--- config.mk ---
export PLATFORM = sky130hd
export DESIGN_NAME = ack_transfer_mc
export DESIGN_NICKNAME = d
export VERILOG_FILES = /design/src/rtl/ack_transfer_pkg.sv /design/src/rtl/ack_transfer_ch.sv /design/src/rtl/ack_transfer_mc.sv
export SDC_FILE = /design/constraint.sdc
export NUM_CORES = 1
export LEC_CHECK = 0
export ABC_CLOCK_PERIOD_IN_PS = 2500
export CAP_MARGIN = 5
export CORE_MARGIN = 4
export CORE_UTILIZATION = 45
export DETAILED_ROUTE_END_ITERATION = 8
export PLACE_DENSITY = 0.73
export SYNTH_ARGS = -nofsm -noshare
export SYNTH_HDL_FRONTEND = slang
export SYNTH_SLANG_ARGS = --single-unit
--- constraint.sdc ---
create_clock -name clk -period 2.5 [get_ports clk]
set_input_delay 0.5 -clock clk [delete_from_list [all_inputs] [get_ports clk]]
set_output_delay 0.5 -clock clk [all_outputs]
set_load 0.02 [all_outputs]
--- src/rtl/ack_transfer_pkg.sv ---
// rtl/ack_transfer_pkg.sv - shared modes, FSM states and parameter checks for ack_transfer_mc
`ifndef ACK_TRANSFER_PKG_SV
`define ACK_TRANSFER_PKG_SV

// Elaboration-time range check, used inside a module body (generate context).
`define ACK_CHECK_RANGE(tag, val, lo, hi) \
  if (((val) < (lo)) || ((val) > (hi))) begin \
    $error("ack_transfer: illegal parameter value %0d", (val)); \
  end

// Elaboration-time lower-bound check, for parameters with no upper limit.
`define ACK_CHECK_MIN(tag, val, lo) \
  if ((val) < (lo)) begin \
    $error("ack_transfer: illegal parameter value %0d", (val)); \
  end

`endif

package ack_transfer_pkg;

  // Per-channel mode encodings (input encoding, output encoding).
  localparam logic [1:0] MODE_T2P = 2'b00;
  localparam logic [1:0] MODE_T2T = 2'b01;
  localparam logic [1:0] MODE_P2T = 2'b10;
  localparam logic [1:0] MODE_P2P = 2'b11;

  // Pulse generator states; toggle-output channels never leave IDLE.
  typedef enum logic [1:0] {
    IDLE  = 2'd0,
    PULSE = 2'd1,
    GAP   = 2'd2
  } ack_st_e;

endpackage

--- src/rtl/ack_transfer_ch.sv ---
// rtl/ack_transfer_ch.sv - one ack transfer channel: sync, event detect, pulse/toggle regeneration
module ack_transfer_ch
  import ack_transfer_pkg::*;
#(
  parameter int         SYNC_STAGES = 2,
  parameter int         PULSE_LEN   = 10,
  parameter int         PEND_W      = 2,
  parameter logic [1:0] MODE        = MODE_T2P
) (
  input  logic clk,
  input  logic rst,
  input  logic ack_in,
  input  logic ovf_clr,
  output logic ack_out,
  output logic busy,
  output logic ovf
);

  `ACK_CHECK_RANGE(sync_stages, SYNC_STAGES, 0, 4)
  `ACK_CHECK_RANGE(pulse_len, PULSE_LEN, 1, 255)
  `ACK_CHECK_MIN(pend_w, PEND_W, 1)

  localparam logic              TOGGLE_IN = !((MODE == MODE_P2T) || (MODE == MODE_P2P));
  localparam logic              PULSE_OUT = (MODE == MODE_T2P) || (MODE == MODE_P2P);
  localparam logic [7:0]        LEN8      = 8'(PULSE_LEN);
  localparam logic [PEND_W-1:0] PEND_MAX  = '1;

  logic              s;
  logic              s_d;
  logic              evt;
  ack_st_e           state, state_n;
  logic [7:0]        cnt, cnt_n;
  logic [PEND_W-1:0] pend, pend_n;
  logic              ack_q, ack_n;
  logic              ovf_q, ovf_n;
  logic              inc, start, ovf_set;

  if (SYNC_STAGES == 0) begin : g_nosync
    assign s = ack_in;
  end else begin : g_sync
    logic [SYNC_STAGES-1:0] sync_q;

    // Synchroniser chain for a possibly foreign-domain ack.
    always_ff @(posedge clk or posedge rst) begin
      if (rst) begin
        sync_q <= '0;
      end else begin
        sync_q[0] <= ack_in;
        for (int i = 1; i < SYNC_STAGES; i++) begin
          sync_q[i] <= sync_q[i-1];
        end
      end
    end

    assign s = sync_q[SYNC_STAGES-1];
  end

  // Previous synchronised level for edge detection.
  always_ff @(posedge clk or posedge rst) begin
    if (rst) s_d <= 1'b0;
    else     s_d <= s;
  end

  assign evt = TOGGLE_IN ? (s ^ s_d) : (s & ~s_d);

  // Channel state register.
  always_ff @(posedge clk or posedge rst) begin
    if (rst) begin
      state <= IDLE;
      cnt   <= '0;
      pend  <= '0;
      ack_q <= 1'b0;
      ovf_q <= 1'b0;
    end else begin
      state <= state_n;
      cnt   <= cnt_n;
      pend  <= pend_n;
      ack_q <= ack_n;
      ovf_q <= ovf_n;
    end
  end

  // Next state: pulse FSM for pulse outputs, plain toggle otherwise.
  always_comb begin
    state_n = state;
    cnt_n   = cnt;
    ack_n   = ack_q;
    inc     = 1'b0;
    start   = 1'b0;
    if (PULSE_OUT) begin
      case (state)
        IDLE: begin
          if (evt) begin
            state_n = PULSE;
            cnt_n   = 8'd1;
            ack_n   = 1'b1;
          end
        end
        PULSE: begin
          inc = evt;
          if (cnt == LEN8) begin
            state_n = GAP;
            cnt_n   = 8'd0;
            ack_n   = 1'b0;
          end else begin
            cnt_n = cnt + 8'd1;
          end
        end
        GAP: begin
          inc = evt;
          if ((pend != '0) || evt) begin
            state_n = PULSE;
            cnt_n   = 8'd1;
            ack_n   = 1'b1;
            start   = 1'b1;
          end else begin
            state_n = IDLE;
          end
        end
        default: begin
          state_n = IDLE;
          cnt_n   = 8'd0;
          ack_n   = 1'b0;
        end
      endcase
    end else begin
      ack_n = ack_q ^ evt;
    end
  end

  // Pending count: a start with pend==0 is always paired with an event, so no underflow.
  always_comb begin
    pend_n  = pend;
    ovf_set = 1'b0;
    if (inc && !start) begin
      if (pend == PEND_MAX) ovf_set = 1'b1;
      else                  pend_n  = pend + PEND_W'(1);
    end else if (start && !inc) begin
      pend_n = pend - PEND_W'(1);
    end
    ovf_n = ovf_set ? 1'b1 : (ovf_clr ? 1'b0 : ovf_q);
  end

  assign ack_out = ack_q;
  assign busy    = (state != IDLE);
  assign ovf     = ovf_q;

endmodule

--- src/rtl/ack_transfer_mc.sv ---
// rtl/ack_transfer_mc.sv - multi-channel acknowledge transfer top
module ack_transfer_mc
  import ack_transfer_pkg::*;
#(
  parameter int                  NUM_CH      = 4,
  parameter int                  SYNC_STAGES = 2,
  parameter int                  PULSE_LEN   = 10,
  parameter int                  PEND_W      = 2,
  parameter logic [2*NUM_CH-1:0] MODE        = '0
) (
  input  logic              clk,
  input  logic              rst,
  input  logic [NUM_CH-1:0] ack_in,
  input  logic [NUM_CH-1:0] ovf_clr,
  output logic [NUM_CH-1:0] ack_out,
  output logic [NUM_CH-1:0] busy,
  output logic [NUM_CH-1:0] ovf
);

  `ACK_CHECK_MIN(num_ch, NUM_CH, 1)

  // Independent channels; only clk and rst are shared.
  for (genvar i = 0; i < NUM_CH; i++) begin : g_ch
    ack_transfer_ch #(
      .SYNC_STAGES(SYNC_STAGES),
      .PULSE_LEN  (PULSE_LEN),
      .PEND_W     (PEND_W),
      .MODE       (MODE[2*i +: 2])
    ) u_ch (
      .clk    (clk),
      .rst    (rst),
      .ack_in (ack_in[i]),
      .ovf_clr(ovf_clr[i]),
      .ack_out(ack_out[i]),
      .busy   (busy[i]),
      .ovf    (ovf[i])
    );
  end

endmodule

After elaboration in Yosys (flattened, before gate mapping)
Index checks and enable logic that the tools add are counted.

Word-level logic and storage cells: 224. Output and inout bits: 12. Input port bits: 10. Register bits after elaboration: 68.

Reduce and logical (&&, ||, !) cells: 60. Add/sub/neg operators: 12. Multiplexer cells: 88. Eq/ne operators: 32. Bitwise operators: 4.

Operator list (number): $mux 8 (12); $pmux 8 s3 (4); $mux 1 (44); $mux 2 (20); $add 8x1->8 const B (4); $eq 8x4->1 const B (4); $reduce_bool 2->1 (16); $ne 2x1->1 const B (12); $pmux 2 s3 (4); $reduce_and 2->1 (12); $eq 2x2->1 const B (8); $pmux 1 s3 (4); $reduce_and 3->1 (4); $add 2x1->2 const B (4); $eq 2x1->1 const B (4); $logic_and 1x1->1 (8); $logic_not 1->1 (8); $logic_not 2->1 (4); $ne 2x2->1 const B (4); $reduce_or 2->1 (4); $sub 2x1->2 const B (4); $logic_or 1x1->1 (4); $xor 1x1->1 (4).

Depth between registers and ports, before layout
Gate-level depths: netlist of the first run.

Depth after elaboration: 8. Mapped depth: 8.

By module
A second synthesis of the first run with hierarchy kept.

Cell total of the unflattened synthesis: 384. Area, all modules: 3916.3 um2.

By module, submodules not included: ack_transfer_ch at g_ch[0].u_ch ... (cells an instance 98, area each 989.7 um2, times used 3); ack_transfer_ch at g_ch[3].u_ch (cells an instance 90, area each 947.2 um2, times used 1).

Worst setup path before layout of the first run
Ideal clock, no wire load.

Kind: register to register. From: reg g_ch[0].u_ch.cnt[0]. To: reg g_ch[0].u_ch.state[0]. Data arrival time: 1.945 ns. Data required time: 2.372 ns. Slack: 0.427 ns. Buffers on the path: 0. Clock period less this slack: 2.073 ns. Cell stages (with the launch flop): 7. Cells stage by stage: dfrtp_1 > inv_1 > ha_1 > or4b_4 > o41ai_4 > a21boi_2 > mux2_1.

Cells in the longest elaborated chain, start to end: 3.

RTL lines: start: declaration (RTL line ack_transfer_ch.sv:32) `logic [7:0] cnt, cnt_n;`; start signal: assignment (RTL line ack_transfer_ch.sv:76) `cnt <= cnt_n;`; $eq 8x4->1 (RTL line ack_transfer_ch.sv:101) `if (cnt == LEN8) begin`; $ne 2x1->1 (no source line); $reduce_and 2->1 (no source line); end signal: assignment (RTL line ack_transfer_ch.sv:75) `state <= state_n;`; end: declaration (RTL line ack_transfer_ch.sv:31) `ack_st_e state, state_n;`.

Every way passes these cells. A chain may end at the register's enable or synchronous reset.

Worst setup path in the final report of the first run
From: reg g_ch[3].u_ch.state[0]. To: out busy[3].

Cells in the longest elaborated chain, start to end: 1.

RTL lines: start: declaration (RTL line ack_transfer_ch.sv:31); start signal: assignment (RTL line ack_transfer_ch.sv:75); $reduce_bool 2->1 (RTL line ack_transfer_ch.sv:145) `assign busy = (state != IDLE);`; end: declaration (RTL line ack_transfer_mc.sv:16) `output logic [NUM_CH-1:0] busy,`.

Every way passes these cells.

==> results.yml, run 1 <==
logic_synthesis:
  yosys_warnings: 0
  synth_area_per_cell_sq_um: 9.99
  yosys_most_used_dff: "dfrtp_1"
  synth_nets: 436
  synth_area_leaders: "dfrtp_1 42%, ha_1 7.8%, nor2_1 3.1%"
  syn_inst: 401
  synth_cell_types: 55
  synth_area_sq_um: 4010
  yosysTopAreaCell: "dfrtp_1"
  ys_seq_area_share_pct: 42.5
  yosys.area.top_type_share_pct: 42.5
  synth-seq-cells: 68
  async_reset_ff_share_pct: 100
  synth_edf_count: 0
global_routing:
  gr-total-overflow: 0
  antenna_found_initial: 0
  grt_pass1_wl_mm: 13.1
  grt_pass1_vias: 2815
  grt_use_total_pct: 15.6
  grt_max_degree: 69
floorplan:
  die_x_um: 102
  ios: 22
  dieHeight_um: 102
  die_area_sq_um: 10500
  core.rowCount: 34
  coreArea_sq_um: 8680
  start_util_pct: 46.2
cts:
  cts_buffer_depth: 2
  cts_root_buf: "clkbuf_8"
  cts_max_level: 3
  cts-hold-fix-buffers: 0
  clock_latency_ns: 0.35
  post-cts-setup-buffers: 0
  clock-sinks: 68
  ctsResizeCount: 0
  cts_buffers: 9
  clkTransAtPathRegs_ns: 0.07
  cts_tree: "yes"
detailed_routing:
  vias: 2982
  postRouteAntennaNets: 0
  dr.pass1.iters: 4
  wire_per_inst_um: 14.4
  viasPerCell: 5.67
  drt-total-wl_mm: 7.57
  drt_iter0_markers: 99
  drc: 0
final_layout:
  nets: 448
  antenna-diode-count: 0
  drive_above_1_share_pct: 9.09
  nFillCells: 802
  area_growth_pct: 11.3
  multi_input_comb_area_sq_um: 2040
  regArea_sq_um: 1700
timing:
  fin_tns_setup_ns: 0
  worst_pin_slew_ns: 0.642
  min_period_ns: 2.38
  final_hold_viol_count: 0
  setup_viol: 0
  finalCritPeriodShare_pct: 95.0
  slew_violations: 0
  fmaxAchievable_mhz: 421
  slew_headroom_pct: 57.1
  fin_skew_ns: 0.00741
  rsz0062_at_grt: "false"
worst_setup_path:
  worstPathMaxFanout: 6
  critPathRequiredTime_ns: 2.00
  path_class: "reg -> out"
  critPathArrivalTime_ns: 1.88
  startpoint_type: "register"
  worstSetupEndpointType: "primary output"
placed_design:
  io_buffers: 21
  gp_congestion: 0.799
  place_hpwl_mm: 5.17
job:
  cap_violations: 0
power:
  p_leak_uw: 0.00181
  power_uw: 4780
  irDropWorstVdd_mv: 0.474
  p_per_area_nw_per_um2: 1070
outcome:
  outcome: "complete, no violations"
worst_hold_path:
  timing.hold.worst.class: "reg -> reg"
==> registers in the layout (all words and copies together) (netlist names) <==
register,flops
g_ch.u_ch.ovf,4
g_ch.u_ch.s_d,4
g_ch.u_ch.ack_out,4
g_ch.u_ch.g_sync.sync_q,8
g_ch.u_ch.cnt,32
g_ch.u_ch.pend,8
g_ch.u_ch.state,8
==> layout make-up <==
class | instances | share of cell area (%)
sequential | 68 | 38.2
tap | 108 | 3.03
inverter | 32 | 2.69
clock buffer | 12 | 3.48
timing repair buffer | 26 | 5.84
multi-input combinational | 276 | 45.7
clock inverter | 4 | 1.07
==> synth_stat cells (3+ instances only) <==
cell	instances
a22o_1	8
xnor2_1	12
dfrtp_1	68
xor2_1	8
nor3b_1	6
clkbuf_1	8
a21oi_1	20
nor3_1	13
o31ai_1	6
inv_1	32
or4_1	4
buf_2	5
buf_4	12
o21a_1	6
or3_1	6
nand2_1	13
o22ai_1	11
nor2_1	33
o21ai_1	3
mux2_2	5
o22a_1	4
nand4_1	3
nand3_1	15
nand4b_1	9
ha_1	25
o21ai_0	18
==> logic make-up (layout without fill, tap and decap cells) <==
logic type      after synthesis  after routing  share of synthesized area (%)
mux                           8              8                           2.22
xor+xnor                     22             22                           5.19
buf+inv                      57             74                           6.62
flops                        68             68                           42.5
simple gates                116            116                           16.2
fa+ha+maj                    25             25                           7.81
compound gates              105            105                           19.5
==> power breakdown <==
group          switching [uW]  internal, uW  leakage [uW]
Combinational            1140           987      0.000857
Sequential                346          1360      0.000853
Clock                     424           512      0.000102
Total                    1910          2860       0.00181
==> final timing paths <==
| check | from | end | slack, ns | cells past startpoint |
|---|---|---|---|---|
| worst max-delay path | g_ch[3].u_ch.state[0] | busy[3] | 0.12 | 4 |
| worst max register to register | g_ch[3].u_ch.state[0] | g_ch[3].u_ch.cnt[6] | 0.37 | 6 |
| max in group asynchronous | rst | g_ch[3].u_ch.ack_out | 1.69 | 3 |
| min in group asynchronous | rst | g_ch[1].u_ch.ovf | 0.53 | 3 |
| worst min register to register | g_ch[1].u_ch.g_sync.sync_q[0] | g_ch[1].u_ch.g_sync.sync_q[1] | 0.35 | 0 |
| worst min-delay path | g_ch[1].u_ch.g_sync.sync_q[0] | g_ch[1].u_ch.g_sync.sync_q[1] | 0.35 | 0 |
==> critical path: stages, from the launching register on <==
cell and delay (ns):
dfrtp_1 0.40, inv_1 0.08, ha_1 0.26, inv_1 0.16, clkdlybuf4s50_1 0.63
==> layer usage <==
metal  routed length, um  vias to the layer above  GRT usage [%]
li1                    -                     1471              -
met1                3590                     1462           20.7
met2                3590                       41           24.8
met3                 296                        8           4.57
met4                  98                        0           4.54
met5                   0                        -              0
==> metrics by stage <==
stage          util [%]  hold WS (ns)  setup WS, ns  cells  cell area (sq um)
2_1_floorplan         -         0.331         0.288    401               4010
3_3_place_gp       49.0         0.333         0.489    510               4260
3_5_place_dp       49.0         0.335         0.410    510               4260
4_1_cts            51.4         0.351         0.125    526               4460
5_1_grt            51.4         0.362        0.0127    526               4460
6_report           51.4         0.351         0.124    526               4460
==> layout by cell type (no fill, tap or decap), types with 8 or more instances in the layout <==
master,n
o22ai_1,11
xor2_1,8
nand3_1,15
o21ai_0,18
dfrtp_1,68
inv_1,31
a21oi_1,20
a22o_1,8
clkbuf_8,11
nand4b_1,9
ha_1,25
nor3_1,13
nor2_1,33
xnor2_1,12
clkdlybuf4s50_1,21
nand2_1,13
Power figures use the tool's default switching activity.
==> inputs of run 2 (changes only) <==
==> constraint.sdc (replaced) <==
create_clock -name clk -period 2.5 [get_ports clk]
set_input_delay 0.5 -clock clk [delete_from_list [all_inputs] [get_ports clk]]
set_output_delay 0.5 -clock clk [all_outputs]
set_load 0.01 [all_outputs]
==> results.yml, run 2 (synthesis gave the netlist of run 1 again) <==
cts:
  cts_root_buf: "clkbuf_8"
  ctsResizeCount: 0
  post-cts-setup-buffers: 0
  cts_tree: "yes"
  clock-sinks: 68
  cts_buffers: 9
  clock_latency_ns: 0.34
  cts_buffer_depth: 2
  cts_max_level: 3
  clkTransAtPathRegs_ns: 0.07
  cts-hold-fix-buffers: 0
timing:
  worst_pin_slew_ns: 0.626
  fin_tns_setup_ns: 0
  slew_violations: 0
  timing.hold.ws_ns: 0.348
  slew_headroom_pct: 58.2
  setup_ws_ns: 0.215
  setup_viol: 0
  finalCritPeriodShare_pct: 91.4
  min_period_ns: 2.29
  rsz0062_at_grt: "false"
  fmaxAchievable_mhz: 438
  fin_skew_ns: 0.00522
  final_hold_viol_count: 0
power:
  p_seq_share_pct: 36.7
  p_sw_uw: 1800
  power_uw: 4650
  irDropWorstVdd_mv: 0.424
  p_clk_share_pct: 19.2
  p_leak_uw: 0.00180
  p_int_uw: 2850
  p_per_area_nw_per_um2: 1050
  sw_frac_of_total_pct: 38.7
  combPwrFrac_pct: 44.1
worst_setup_path:
  path_class: "reg -> out"
  critPathArrivalTime_ns: 1.79
  critPathRequiredTime_ns: 2.00
  startpoint_type: "register"
  r2r_slack_ns: 0.35
  cp-startpoint: "g_ch[3].u_ch.state[0]"
  r2r-start: "g_ch[3].u_ch.state[0]"
  worstPathMaxFanout: 6
  worstSetupEndpointType: "primary output"
  rr_endpoint: "g_ch[3].u_ch.cnt[6]"
  cp-endpoint: "busy[3]"
  r2r_cells: 6
detailed_routing:
  viasPerCell: 5.72
  drt-total-wl_mm: 7.42
  wire_per_inst_um: 14.2
  drc: 0
  drt_iter0_markers: 153
  vias: 2994
  dr.pass1.iters: 4
  postRouteAntennaNets: 0
global_routing:
  grt_pass1_wl_mm: 13.2
  grt_use_total_pct: 15.8
  grt_pass1_vias: 2910
  gr-total-overflow: 0
  antenna_found_initial: 0
  grt_max_degree: 69
floorplan:
  die_area_sq_um: 10500
  dieHeight_um: 102
  coreArea_sq_um: 8680
  start_util_pct: 46.2
  ios: 22
  core.rowCount: 34
  die_x_um: 102
placed_design:
  gp_congestion: 0.801
  io_buffers: 21
  place_ws_ns: 0.328
  place_hpwl_mm: 5.26
worst_hold_path:
  timing.hold.worst.class: "reg -> reg"
  worstHoldStart: "g_ch[1].u_ch.g_sync.sync_q[0]"
final_layout:
  regMostFlops: "g_ch.u_ch.cnt"
  multi_input_comb_area_sq_um: 2040
  regArea_sq_um: 1700
  layout_commonest_cell: "dfrtp_1"
  nets: 447
  drive_above_1_share_pct: 8.43
  final_cell_mix: "68 x dfrtp_1, 33 x nor2_1, 31 x inv_1"
  antenna-diode-count: 0
  largest_reg_flops: 32
  area_growth_pct: 10.8
  post-route-util_pct: 51.1
  nFillCells: 801
job:
  cap_violations: 0
outcome:
  outcome: "complete, no violations"
[run 2: changes by cell type in the layout (fill, tap and decap cells not counted), sizes merged]
cell	delta
clkinvlp	-1
clkinv	-1
buf	-1
[run 2: worst min path at each step]
stage | slack (ns) | depth (start not counted) | end
final | 0.35 | 0 | g_ch[1].u_ch.g_sync.sync_q[1]
after global routing | 0.35 | 0 | g_ch[1].u_ch.g_sync.sync_q[1]
after CTS | 0.35 | 0 | g_ch[1].u_ch.g_sync.sync_q[1]
after detailed placement | 0.34 | 0 | g_ch[1].u_ch.g_sync.sync_q[1]
after global placement | 0.33 | 0 | g_ch[3].u_ch.g_sync.sync_q[1]
after floorplan | 0.33 | 0 | g_ch[0].u_ch.g_sync.sync_q[1]
[run 2: critical path: stages (launching register included)]
cell and delay [ns]:
dfrtp_1 0.39, inv_1 0.08, ha_1 0.27, inv_1 0.15, clkdlybuf4s50_1 0.55
[run 2: power by group through the flow]
| stage | clock network [uW] | registers (uW) | logic (uW) |
|---|---|---|---|
| floorplan | 0 | 1570 | 1750 |
| global placement | 0 | 1710 | 2000 |
| detailed placement | 0 | 1720 | 2050 |
| CTS | 915 | 1700 | 2080 |
| global route | 966 | 1770 | 2310 |
| finish | 892 | 1710 | 2050 |
[run 2: metrics by stage]
stage / instance area [sq um] / cells
after floorplan: 4010 / 401
after global placement: 4250 / 509
after detailed placement: 4250 / 509
after CTS: 4440 / 523
after global routing: 4440 / 523
final: 4440 / 523
[run 2: layout make-up]
| cell class | instances | share of cell area [%] |
|---|---|---|
| inverter | 32 | 2.71 |
| tap | 108 | 3.04 |
| sequential | 68 | 38.3 |
| multi-input combinational | 276 | 45.9 |
| timing repair buffer | 25 | 5.69 |
| clock inverter | 2 | 0.789 |
| clock buffer | 12 | 3.50 |
[run 2: routing by layer]
metal | vias up | track usage (%) | share of wire [%]
met4 | 0 | 6.36 | 1.9
met5 | - | 0 | 0
li1 | 1468 | - | -
met1 | 1478 | 20.2 | 46
met3 | 9 | 3.41 | 3.0
met2 | 39 | 26.2 | 49
